--- config.mk ---
export PLATFORM = sky130hd
export DESIGN_NAME = knn_mem_arbiter_flat
export DESIGN_NICKNAME = d
export VERILOG_FILES = /design/src/rtl/knn_mem_arbiter_if.sv /design/src/rtl/knn_mem_arbiter.sv /design/src/flat_wrapper.sv
export SDC_FILE = /design/constraint.sdc
export NUM_CORES = 1
export LEC_CHECK = 0
export ABC_AREA = 1
export ABC_CLOCK_PERIOD_IN_PS = 1900
export CAP_MARGIN = 20
export CORE_ASPECT_RATIO = 1.2
export CORE_MARGIN = 2
export CORE_UTILIZATION = 25
export DETAILED_ROUTE_END_ITERATION = 10
export GPL_ROUTABILITY_DRIVEN = 1
export SKIP_LAST_GASP = 1
export SYNTH_ARGS = -nofsm -noshare
export SYNTH_HDL_FRONTEND = slang
export SYNTH_SLANG_ARGS = --single-unit
export TNS_END_PERCENT = 1
--- constraint.sdc ---
create_clock -name clk -period 1.9 [get_ports clk]
set_input_delay 0.285 -clock clk [delete_from_list [all_inputs] [get_ports clk]]
set_output_delay 0.285 -clock clk [all_outputs]
set_load 0.05 [all_outputs]
--- src/rtl/knn_mem_arbiter_if.sv ---
// rtl/knn_mem_arbiter_if.sv - requester/memory bus bundle for the k-NN memory arbiter.
// slave = arbiter side, master = requesters plus memory model.
interface knn_mem_arbiter_if #(
  parameter int W         = 32,
  parameter int ADDRESS_W = 16
);
  logic                 req0;
  logic                 req1;
  logic                 we0;
  logic                 we1;
  logic [ADDRESS_W-1:0] addr0;
  logic [ADDRESS_W-1:0] addr1;
  logic [W-1:0]         wdata0;
  logic [W-1:0]         wdata1;
  logic                 gnt0;
  logic                 gnt1;
  logic                 rvalid0;
  logic                 rvalid1;
  logic [W-1:0]         rdata0;
  logic [W-1:0]         rdata1;
  logic                 read;
  logic [ADDRESS_W-1:0] readaddress;
  logic                 write;
  logic [ADDRESS_W-1:0] writeaddress;
  logic [W-1:0]         writedata;
  logic [W-1:0]         readdata;

  modport slave (
    input  req0, req1, we0, we1, addr0, addr1, wdata0, wdata1, readdata,
    output gnt0, gnt1, rvalid0, rvalid1, rdata0, rdata1,
           read, readaddress, write, writeaddress, writedata
  );

  modport master (
    output req0, req1, we0, we1, addr0, addr1, wdata0, wdata1, readdata,
    input  gnt0, gnt1, rvalid0, rvalid1, rdata0, rdata1,
           read, readaddress, write, writeaddress, writedata
  );
endinterface

--- src/rtl/knn_mem_arbiter.sv ---
// rtl/knn_mem_arbiter.sv - two-requester burst arbiter onto one memory port with in-order read return.
// KNN_ARB_FIXED_PRIO_EN selects fixed priority for requester 0 instead of round-robin.
module knn_mem_arbiter #(
  parameter int W         = 32,
  parameter int ADDRESS_W = 16,
  parameter int RD_LAT    = 2,
  parameter int MAX_BURST = 8
) (
  input  logic               clk,
  input  logic               rst,
  knn_mem_arbiter_if.slave   bus
);

  typedef enum logic [1:0] {IDLE, OWN0, OWN1} state_t;

  localparam logic [7:0] MAX_BURST_B = 8'(MAX_BURST);

  state_t               state_q, state_d;
  logic                 last_owner_q, last_owner_d;
  logic [7:0]           beat_cnt_q, beat_cnt_d;
  logic [7:0]           beat_next;

  logic                 read_q, read_d;
  logic                 write_q, write_d;
  logic [ADDRESS_W-1:0] readaddress_q, readaddress_d;
  logic [ADDRESS_W-1:0] writeaddress_q, writeaddress_d;
  logic [W-1:0]         writedata_q, writedata_d;
  logic                 rd_owner_q, rd_owner_d;

  logic [RD_LAT-1:0]    tag_v_q, tag_v_d;
  logic [RD_LAT-1:0]    tag_o_q, tag_o_d;
  logic                 rvalid0_q, rvalid0_d;
  logic                 rvalid1_q, rvalid1_d;
  logic [W-1:0]         rdata0_q, rdata0_d;
  logic [W-1:0]         rdata1_q, rdata1_d;

  logic                 gnt0, gnt1, accept, acc_we;
  logic [ADDRESS_W-1:0] acc_addr;
  logic [W-1:0]         acc_wdata;

  assign gnt0      = (state_q == OWN0) && bus.req0;
  assign gnt1      = (state_q == OWN1) && bus.req1;
  assign accept    = gnt0 || gnt1;
  assign acc_we    = gnt0 ? bus.we0 : bus.we1;
  assign acc_addr  = gnt0 ? bus.addr0 : bus.addr1;
  assign acc_wdata = gnt0 ? bus.wdata0 : bus.wdata1;

  always_comb begin
    state_d      = state_q;
    last_owner_d = last_owner_q;
    beat_cnt_d   = beat_cnt_q;
    beat_next    = beat_cnt_q + 8'd1;
    case (state_q)
      IDLE: begin
        beat_cnt_d = 8'd0;
        if (bus.req0 && bus.req1) begin
`ifdef KNN_ARB_FIXED_PRIO_EN
          state_d = OWN0;
`else
          state_d = last_owner_q ? OWN0 : OWN1;
`endif
        end else if (bus.req0) begin
          state_d = OWN0;
        end else if (bus.req1) begin
          state_d = OWN1;
        end
      end
      OWN0: begin
        if (!bus.req0) begin
          last_owner_d = 1'b0;
          beat_cnt_d   = 8'd0;
          state_d      = bus.req1 ? OWN1 : IDLE;
        end else if (beat_next == MAX_BURST_B) begin
          beat_cnt_d = 8'd0;
`ifndef KNN_ARB_FIXED_PRIO_EN
          if (bus.req1) begin
            last_owner_d = 1'b0;
            state_d      = OWN1;
          end
`endif
        end else begin
          beat_cnt_d = beat_next;
        end
      end
      OWN1: begin
        if (!bus.req1) begin
          last_owner_d = 1'b1;
          beat_cnt_d   = 8'd0;
          state_d      = bus.req0 ? OWN0 : IDLE;
        end else if (beat_next == MAX_BURST_B) begin
          beat_cnt_d = 8'd0;
          if (bus.req0) begin
            last_owner_d = 1'b1;
            state_d      = OWN0;
          end
        end else begin
          beat_cnt_d = beat_next;
        end
      end
      default: state_d = IDLE;
    endcase
  end

  // Command register plus a (valid, owner) shift pipeline aligned with memory latency.
  always_comb begin
    read_d         = accept && !acc_we;
    write_d        = accept && acc_we;
    readaddress_d  = (accept && !acc_we) ? acc_addr : readaddress_q;
    writeaddress_d = (accept && acc_we) ? acc_addr : writeaddress_q;
    writedata_d    = (accept && acc_we) ? acc_wdata : writedata_q;
    rd_owner_d     = gnt1;
    tag_v_d        = RD_LAT'({tag_v_q, read_q});
    tag_o_d        = RD_LAT'({tag_o_q, rd_owner_q});
    rvalid0_d      = tag_v_q[RD_LAT-1] && !tag_o_q[RD_LAT-1];
    rvalid1_d      = tag_v_q[RD_LAT-1] && tag_o_q[RD_LAT-1];
    rdata0_d       = rvalid0_d ? bus.readdata : rdata0_q;
    rdata1_d       = rvalid1_d ? bus.readdata : rdata1_q;
  end

  always_ff @(posedge clk) begin
    if (rst) begin
      state_q        <= IDLE;
      last_owner_q   <= 1'b1;
      beat_cnt_q     <= 8'd0;
      read_q         <= 1'b0;
      write_q        <= 1'b0;
      readaddress_q  <= '0;
      writeaddress_q <= '0;
      writedata_q    <= '0;
      rd_owner_q     <= 1'b0;
      tag_v_q        <= '0;
      tag_o_q        <= '0;
      rvalid0_q      <= 1'b0;
      rvalid1_q      <= 1'b0;
      rdata0_q       <= '0;
      rdata1_q       <= '0;
    end else begin
      state_q        <= state_d;
      last_owner_q   <= last_owner_d;
      beat_cnt_q     <= beat_cnt_d;
      read_q         <= read_d;
      write_q        <= write_d;
      readaddress_q  <= readaddress_d;
      writeaddress_q <= writeaddress_d;
      writedata_q    <= writedata_d;
      rd_owner_q     <= rd_owner_d;
      tag_v_q        <= tag_v_d;
      tag_o_q        <= tag_o_d;
      rvalid0_q      <= rvalid0_d;
      rvalid1_q      <= rvalid1_d;
      rdata0_q       <= rdata0_d;
      rdata1_q       <= rdata1_d;
    end
  end

  assign bus.gnt0         = gnt0;
  assign bus.gnt1         = gnt1;
  assign bus.read         = read_q;
  assign bus.write        = write_q;
  assign bus.readaddress  = readaddress_q;
  assign bus.writeaddress = writeaddress_q;
  assign bus.writedata    = writedata_q;
  assign bus.rvalid0      = rvalid0_q;
  assign bus.rvalid1      = rvalid1_q;
  assign bus.rdata0       = rdata0_q;
  assign bus.rdata1       = rdata1_q;

endmodule

--- src/flat_wrapper.sv ---
// flat-port wrapper written by rule: the top's interface ports become plain ports
module knn_mem_arbiter_flat 
#(
  parameter int W         = 32,
  parameter int ADDRESS_W = 16,
  parameter int RD_LAT    = 2,
  parameter int MAX_BURST = 8
)
  (clk, rst, bus_req0, bus_req1, bus_we0, bus_we1, bus_addr0, bus_addr1, bus_wdata0, bus_wdata1, bus_readdata, bus_gnt0, bus_gnt1, bus_rvalid0, bus_rvalid1, bus_rdata0, bus_rdata1, bus_read, bus_readaddress, bus_write, bus_writeaddress, bus_writedata);
  knn_mem_arbiter_if #(.W(W), .ADDRESS_W(ADDRESS_W)) bus_i ();
  input  logic clk;
  input  logic rst;
  input wire logic [$bits(bus_i.req0)-1:0] bus_req0;
  input wire logic [$bits(bus_i.req1)-1:0] bus_req1;
  input wire logic [$bits(bus_i.we0)-1:0] bus_we0;
  input wire logic [$bits(bus_i.we1)-1:0] bus_we1;
  input wire logic [$bits(bus_i.addr0)-1:0] bus_addr0;
  input wire logic [$bits(bus_i.addr1)-1:0] bus_addr1;
  input wire logic [$bits(bus_i.wdata0)-1:0] bus_wdata0;
  input wire logic [$bits(bus_i.wdata1)-1:0] bus_wdata1;
  input wire logic [$bits(bus_i.readdata)-1:0] bus_readdata;
  output wire logic [$bits(bus_i.gnt0)-1:0] bus_gnt0;
  output wire logic [$bits(bus_i.gnt1)-1:0] bus_gnt1;
  output wire logic [$bits(bus_i.rvalid0)-1:0] bus_rvalid0;
  output wire logic [$bits(bus_i.rvalid1)-1:0] bus_rvalid1;
  output wire logic [$bits(bus_i.rdata0)-1:0] bus_rdata0;
  output wire logic [$bits(bus_i.rdata1)-1:0] bus_rdata1;
  output wire logic [$bits(bus_i.read)-1:0] bus_read;
  output wire logic [$bits(bus_i.readaddress)-1:0] bus_readaddress;
  output wire logic [$bits(bus_i.write)-1:0] bus_write;
  output wire logic [$bits(bus_i.writeaddress)-1:0] bus_writeaddress;
  output wire logic [$bits(bus_i.writedata)-1:0] bus_writedata;
  assign bus_i.req0 = bus_req0;
  assign bus_i.req1 = bus_req1;
  assign bus_i.we0 = bus_we0;
  assign bus_i.we1 = bus_we1;
  assign bus_i.addr0 = bus_addr0;
  assign bus_i.addr1 = bus_addr1;
  assign bus_i.wdata0 = bus_wdata0;
  assign bus_i.wdata1 = bus_wdata1;
  assign bus_i.readdata = bus_readdata;
  assign bus_gnt0 = bus_i.gnt0;
  assign bus_gnt1 = bus_i.gnt1;
  assign bus_rvalid0 = bus_i.rvalid0;
  assign bus_rvalid1 = bus_i.rvalid1;
  assign bus_rdata0 = bus_i.rdata0;
  assign bus_rdata1 = bus_i.rdata1;
  assign bus_read = bus_i.read;
  assign bus_readaddress = bus_i.readaddress;
  assign bus_write = bus_i.write;
  assign bus_writeaddress = bus_i.writeaddress;
  assign bus_writedata = bus_i.writedata;
  knn_mem_arbiter #(.W(W), .ADDRESS_W(ADDRESS_W), .RD_LAT(RD_LAT), .MAX_BURST(MAX_BURST)) u_core (.clk(clk), .rst(rst), .bus(bus_i));
endmodule
# Word-level counts from Yosys, hierarchy flattened
# Cells that the tools add are included.
[op_classes]
n_addsub = 1
eq_ne = 7
muxes = 26
n_reduce_logical = 15
[ops]
columns = ["operator", "n"]
rows = [
  ["32-bit two-way mux", 1],
  ["8-bit two-way mux", 3],
  ["8-bit case mux with 3 select lines", 1],
  ["2-bit two-way mux", 10],
  ["16-bit two-way mux", 1],
  ["3-bit inequality test, second input constant", 4],
  ["8-bit by 1-bit adder with 8-bit output, second input constant", 1],
  ["8-bit by 4-bit == test with 1-bit output, second input constant", 1],
  ["1-bit two-way mux", 8],
  ["1-bit logical AND", 7],
  ["2-bit case mux with 3 select lines", 1],
  ["5-bit AND reduction", 1],
  ["3-bit AND reduction", 1],
  ["3-bit nonzero test", 1],
  ["2-bit by 1-bit == test with 1-bit output, second input constant", 1],
  ["2-bit == test, second input constant", 1],
  ["1-bit zero test", 2],
  ["2-bit zero test", 1],
  ["1-bit case mux with 2 select lines", 1],
  ["2-bit nonzero test", 1],
  ["1-bit logical OR", 1],
]
[word_totals]
register_bits = 148
input_bits = 134
out_inout_bits = 134
elab_cells = 64

# Longest topological paths before layout
# Gate-level depths: netlist of run 1.
[depth]
ltp_word = 5
ltp_mapped = 12
depth_no_buf = 12

# Worst setup path before layout of run 1
# Ideal clock, no wire load.
[synth_timing]
path_kind = "register to register"
startpoint = "register u_core.state_q[0]"
endpoint = "register u_core.writedata_q[22] (netlist: u_core.bus.writedata[22])"
setup_time_ns = 0.074
t_arrival_ns = 1.693
t_required_ns = 1.826
slack_ns = 0.132
stages_incl_launch_ff = 7
path_buffers = 1
period_less_slack_ns = 1.768
path_cell_list = "dfxtp_1 ha_1 nand2_4 clkinv_1 clkbuf_1 nand2_1 a31oi_1"
[synth_between]
elab_chain_len = 4
word_cells_on_any_way = 8
cone_classes = "2 x eq/ne; 2 x mux; 4 x reduce/logical"
[synth_lines]
columns = ["item", "line", "source"]
rows = [
  ["start: declaration", "knn_mem_arbiter.sv:18", "state_t state_q, state_d;"],
  ["start signal: assignment", "knn_mem_arbiter.sv:138", "state_q <= state_d;"],
  ["2-bit by 1-bit == test with 1-bit output *", "knn_mem_arbiter.sv:41", "assign gnt0 = (state_q == OWN0) && bus.req0;"],
  ["1-bit logical AND *", "knn_mem_arbiter.sv:41", ""],
  ["named net bus_gnt0", "flat_wrapper.sv:22", "output wire logic [$bits(bus_i.gnt0)-1:0] bus_gnt0;"],
  ["1-bit two-way mux or 1-bit logical OR (tied branches)", "knn_mem_arbiter.sv:44, knn_mem_arbiter.sv:43", ""],
  ["1-bit logical AND", "knn_mem_arbiter.sv:110", "writedata_d = (accept && acc_we) ? acc_wdata : writedata_q;"],
  ["end signal: assignment", "knn_mem_arbiter.sv:145", "writedata_q <= writedata_d;"],
  ["end: declaration", "knn_mem_arbiter.sv:27", "logic [W-1:0] writedata_q, writedata_d;"],
]
# The timed path passes the listed nets; every way through them passes the cells marked *.
# A chain may end at the register's enable or synchronous reset.

# Final worst setup path of run 1
[layout_timing]
startpoint = "register u_core.state_q[1]"
endpoint = "output port bus_gnt0"
[layout_between]
elab_chain_len = 2
[layout_lines]
columns = ["item", "line"]
rows = [
  ["2-bit by 1-bit == test with 1-bit output", "knn_mem_arbiter.sv:41"],
  ["1-bit logical AND", "knn_mem_arbiter.sv:41"],
  ["end: declaration", "flat_wrapper.sv:22"],
]
# No other way between the ends.

==> results of run 1 <==
==> state kept, by name, indices dropped and copies added (netlist names) <==
name / cells
u_core.bus.readaddress: 16
u_core.last_owner_q: 1
u_core.bus.writedata: 32
u_core.tag_o_q: 2
u_core.bus.write: 1
u_core.bus.rvalid1: 1
u_core.bus.rvalid0: 1
u_core.bus.writeaddress: 16
u_core.bus.read: 1
u_core.bus.rdata1: 32
u_core.beat_cnt_q: 8
u_core.tag_v_q: 2
u_core.rd_owner_q: 1
u_core.bus.rdata0: 32
u_core.state_q: 2
==> repair_timing <==
| item | CTS | global route |
|---|---|---|
| pin swaps | 1 | 0 |
| endpoints found under the setup margin | 6 | 120 |
| resized for setup | 2 | 1 |
| setup buffers | 1 | 0 |
==> final cells by class <==
type | instances | share of cell area (%)
inverter | 25 | 0.986
clock inverter | 15 | 1.55
timing repair buffer | 296 | 30.9
clock buffer | 17 | 4.47
tap | 315 | 4.14
multi-input combinational | 562 | 26.8
sequential | 148 | 31.1
==> routing by layer <==
| metal | GRT usage [%] | routed length [µm] |
|---|---|---|
| met2 | 26.5 | 9450 |
| met1 | 18.2 | 8400 |
| met5 | 0 | 0 |
| met4 | 4.35 | 182 |
| met3 | 5.21 | 1430 |
==> cells by family after synthesis <==
kind of cell	after synthesis	share of synthesized area [%]
buffers and inverters	78	5.88
AND/OR/NAND/NOR	368	24.7
flip-flops	148	50.6
AO/OA/AOI/OAI	186	16.9
adder cells (fa/ha/maj)	7	1.50
multiplexers	1	0.385
==> critical path, stage by stage (launching register included) <==
cell and delay, ps:
dfxtp_1 350, inv_1 70, ha_1 230, nand2_4 80, clkinv_1 90, buf_12 180, buf_6 170
==> worst max path at each step <==
stage / startpoint / end / slack [ps] / cells after the start
global route: u_core.state_q[1]$_SDFFE_PP0P_ / u_core.bus.writeaddress[13]$_SDFFE_PP0P_ / -100 / 9
floorplan: u_core.state_q[0]$_SDFFE_PP0P_ / u_core.bus.writedata[22]$_SDFFE_PP0P_ / 130 / 6
CTS: u_core.state_q[1]$_SDFFE_PP0P_ / bus_gnt0 / -20 / 6
global placement: bus_req0 / u_core.bus.writedata[9]$_SDFFE_PP0P_ / 10 / 7
finish: u_core.state_q[1]$_SDFFE_PP0P_ / bus_gnt0 / 20 / 6
detailed placement: bus_req0 / u_core.bus.writedata[16]$_SDFFE_PP0P_ / -60 / 7
==> synth_stat cells (all sizes together) <==
library cell and n:
a21oi 34, a22oi 1, a31oi 39, buf 14, clkbuf 39, clkinv 1, dfxtp 148, ha 7
inv 24, mux2i 1, nand2 183, nand3 25, nand3b 3, nand4 2, nor2 155, o21a 1
o21ai 109, o21bai 2
==> where the power goes <==
group	leakage, nW	internal (mW)	switching (mW)
registers	1.20	3.42	0.167
clock network	0.267	1.84	1.46
logic	2.24	1.24	2.19
==> through the flow <==
| step | hold WS [ps] | setup TNS [ps] | power (mW) | setup WS [ps] |
|---|---|---|---|---|
| 4_1_cts | 373 | -42.4 | 10.5 | -20.0 |
| 3_3_place_gp | 399 | 0 | 7.07 | 12.2 |
| 5_1_grt | 387 | -3140 | 10.8 | -103 |
| 2_1_floorplan | 388 | 0 | 5.73 | 132 |
| 3_5_place_dp | 396 | -623 | 7.08 | -62.3 |
| 6_report | 376 | 0 | 10.3 | 20.7 |
==> results.py, run 1 <==
metrics = {
    "run_status": {
        "status": "complete, no violations",
    },
    "worst_setup_path": {
        "r2r_setup_slack_ps": 50,
        "r2r_start": "u_core.state_q[1]$_SDFFE_PP0P_",
        "path_max_fanout": 26,
        "end_kind": "primary output",
        "cp.arrival_ps": 1590,
        "worstRegToRegCells": 9,
        "r2r-end": "u_core.bus.writedata[15]$_SDFFE_PP0P_",
        "start_kind": "flip-flop",
        "crit_type": "flip-flop to primary output",
        "required_ps": 1620,
    },
    "timing": {
        "period_share_pct": 98.9,
        "hold_viol": 0,
        "max_freq_mhz": 532,
        "finClkSkew_ps": 8.39,
        "layout_min_cycle_time_ps": 1880,
        "setup-violations-final": 0,
        "slew_viol_final": 0,
        "worstMarginPinSlew_ps": 554,
        "grt_setup_unrepaired": "true",
        "relSlewSlack_pct": 63.0,
    },
    "pwr": {
        "leakagePower_nw": 3.71,
        "power.density_nw_per_um2": 1080,
        "peakVddDrop_uv": 528,
    },
    "placement": {
        "dp.cells": 1345,
        "port_buffers": 267,
        "routabilityCongestion": 0.803,
        "place_area_um2": 8930,
        "place_hpwl_um": 13800,
    },
    "synthesis": {
        "synth_warnings": 0,
        "netlist_instances": 788,
        "avgSynthCellArea_um2": 7.43,
        "syn_area_um2": 5850,
        "synth.distinct_cells": 25,
        "netlist.area_leader.share_pct": 50.6,
        "synth_area_leaders": "dfxtp_1 51%, nand2_1 12%, nor2_1 9.9%",
        "yosysTopAreaCell": "dfxtp_1",
        "synth_nets": 929,
        "synth-seq-area-share_pct": 50.6,
        "ys_seq_elements": 148,
    },
    "hold_path": {
        "hold_class": "input pin to flip-flop",
        "hold_depth": 5,
        "hold_start": "rst",
        "holdPathEnd": "u_core.bus.rdata1[23]$_SDFFE_PP0P_",
    },
    "final_layout": {
        "final_layout_size_suffix_gt1_share_pct": 7.34,
        "final_common_cell": "clkdlybuf4s50_1",
        "fin_util_pct": 41.1,
        "final_cell_mix": "255 x clkdlybuf4s50_1, 181 x nand2_1, 153 x nor2_1",
        "multi_input_area_um2": 2550,
        "num_antenna_cells": 0,
        "area_delta_synth_final_pct": 62.6,
        "stdcell_area_um2": 9520,
        "fin_cells": 1378,
        "regArea_um2": 2960,
        "final_nets": 1191,
        "nFillCells": 2396,
    },
    "floorplanning": {
        "die_w_um": 144,
        "die_y_um": 172,
        "fp-row-count": 61,
        "boundaryPins": 268,
        "dieArea_um2": 24700,
        "initial_core_util_pct": 25.3,
        "core_area_um2": 23100,
    },
    "routing": {
        "wl_per_cell_um": 14.1,
        "via_count": 6006,
        "route.detailed.drc": 0,
        "ant_nets": 0,
        "viasPerCell": 4.36,
        "wl_um": 19500,
        "drtIter0Drc": 245,
        "dr.pass1.iters": 4,
    },
    "global_routing": {
        "grt_use_total_pct": 15.4,
        "first_global_vias": 5740,
        "grt_max_degree": 73,
        "gr-total-overflow": 0,
        "antenna_found_initial": 0,
        "grt_pass1_wl_um": 29800,
    },
    "clocking": {
        "clk_pin_slew_ps": 60,
        "cts_buffer_depth": 2,
        "cts-root-buf": "clkbuf_16",
        "htree_num_levels": 4,
        "clk_latency_ps": 410,
        "cts_tree": "done",
        "cts_hold_buf": 0,
        "cts.sinks": 148,
        "cts_buffers": 17,
    },
    "flow_run": {
        "drv_cap": 0,
    },
}
No activity file was read; power rests on OpenSTA's default activity.
==> run 2, diff against run 1 <==
SETUP_SLACK_MARGIN = 0.5   (was unset)
SLEW_MARGIN = 5   (was unset)
==> results.py, run 2 (synthesis gave the netlist of run 1 again) <==
metrics = {
    "timing": {
        "worstMarginPinSlew_ps": 550,
        "layout_min_cycle_time_ps": 1770,
        "finClkSkew_ps": 11.3,
        "slew_viol_final": 0,
        "period_share_pct": 92.9,
        "relSlewSlack_pct": 63.5,
        "max_freq_mhz": 566,
        "grt_setup_unrepaired": "true",
        "hold_viol": 0,
        "tns_ps": 0,
        "setup-violations-final": 0,
    },
    "floorplanning": {
        "boundaryPins": 268,
        "fp-row-count": 61,
        "die_w_um": 144,
        "initial_core_util_pct": 25.3,
        "dieArea_um2": 24700,
        "core_area_um2": 23100,
        "die_y_um": 172,
    },
    "hold_path": {
        "hold_class": "input pin to flip-flop",
    },
    "clocking": {
        "clk_pin_slew_ps": 60,
        "htree_num_levels": 4,
        "cts_tree": "done",
        "cts_buffer_depth": 2,
        "cts.sinks": 148,
        "clk_latency_ps": 420,
        "cts-root-buf": "clkbuf_16",
        "cts_buffers": 17,
        "cts_hold_buf": 0,
    },
    "final_layout": {
        "final_cell_mix": "179 x nand2_1, 149 x nor2_1, 142 x dfxtp_1",
        "num_antenna_cells": 0,
        "final_common_cell": "nand2_1",
        "nFillCells": 2420,
        "final_nets": 1205,
        "stdcell_area_um2": 9700,
        "area_delta_synth_final_pct": 65.6,
        "final_layout_size_suffix_gt1_share_pct": 10.6,
    },
    "global_routing": {
        "gr-total-overflow": 0,
        "first_global_vias": 5934,
        "grt_use_total_pct": 16.0,
        "grt_max_degree": 105,
        "grt_pass1_wl_um": 30700,
        "antenna_found_initial": 0,
    },
    "placement": {
        "place_hpwl_um": 13600,
        "routabilityCongestion": 0.803,
        "place_area_um2": 8940,
        "port_buffers": 267,
    },
    "flow_run": {
        "drv_cap": 0,
    },
    "worst_setup_path": {
        "path_max_fanout": 17,
        "required_ps": 2240,
        "start_kind": "flip-flop",
        "crit_type": "flip-flop to flip-flop",
        "end_kind": "flip-flop",
        "cp.arrival_ps": 2100,
    },
    "routing": {
        "dr.pass1.iters": 5,
        "wl_um": 20700,
        "ant_nets": 0,
        "via_count": 6204,
        "viasPerCell": 4.46,
        "wl_per_cell_um": 14.8,
        "route.detailed.drc": 0,
        "drtIter0Drc": 264,
    },
    "pwr": {
        "peakVddDrop_uv": 595,
        "leakagePower_nw": 4.41,
        "power.density_nw_per_um2": 1090,
        "report.power.total_mw": 10.6,
    },
    "run_status": {
        "status": "complete, no violations",
    },
}
-- run 2: final cells by class --
cell class	count	area, µm²	share of cell area [%]
inverters	25	103	1.06
clock inverters	15	168	1.73
clock buffers	17	425	4.39
flip-flops and latches	148	2980	30.7
repair buffers	310	3010	31.1
well taps	315	394	4.07
multi-input cells	562	2620	27.0
-- run 2: final timing paths --
path,cells after the start,start,slack [ps],end
worst max-delay path,10,u_core.state_q[1]$_SDFFE_PP0P_,130,u_core.bus.writeaddress[9]$_SDFFE_PP0P_
worst min-delay path,4,rst,380,u_core.last_owner_q$_SDFFE_PP1P_
worst max register to register,10,u_core.state_q[1]$_SDFFE_PP0P_,130,u_core.bus.writeaddress[9]$_SDFFE_PP0P_
worst min register to register,2,u_core.tag_o_q[0]$_SDFF_PP0_,410,u_core.tag_o_q[1]$_SDFF_PP0_
-- run 2: worst max-delay path, cell delays in order, from the launching register on --
cell	delay, ps
dfxtp_4	360
inv_2	50
ha_4	160
nand2_4	60
buf_4	130
mux2i_4	260
nor2_4	70
buf_12	150
clkbuf_16	180
buf_4	140
a31oi_1	120
-- run 2: power breakdown --
group / total [mW] / internal (mW) / switching (mW) / leakage (nW)
clock: 3.42 / 1.97 / 1.45 / 0.280
combinational: 3.59 / 1.30 / 2.29 / 2.93
sequential: 3.60 / 3.43 / 0.173 / 1.20
-- run 2: metal layers --
layer / up-vias / global-route usage, % / routed length, µm / part of all wire (%)
met5: - / 0 / 0 / 0
met4: 0 / 5.29 / 392 / 1.9
met3: 20 / 5.37 / 1650 / 8.0
met2: 231 / 27.5 / 9930 / 48
met1: 2815 / 18.8 / 8690 / 42
li1: 3138 / - / - / -
-- run 2: what timing repair did --
action	in CTS	in global routing
pin swaps	1	5
gates resized for setup	137	26
setup buffers	6	3
endpoints found under the setup margin	205	205
hold endpoints to repair	0	0
cloned	1	4
-- run 2: metrics by stage --
stage	setup slack, ps	utilization, %	std cells	hold slack (ps)
after floorplan	341	-	788	388
after global placement	13.2	38.7	1346	392
after detailed placement	-46.9	38.7	1346	405
after CTS	98.2	41.1	1385	372
after global routing	36.5	41.9	1392	407
final	134	41.9	1392	376
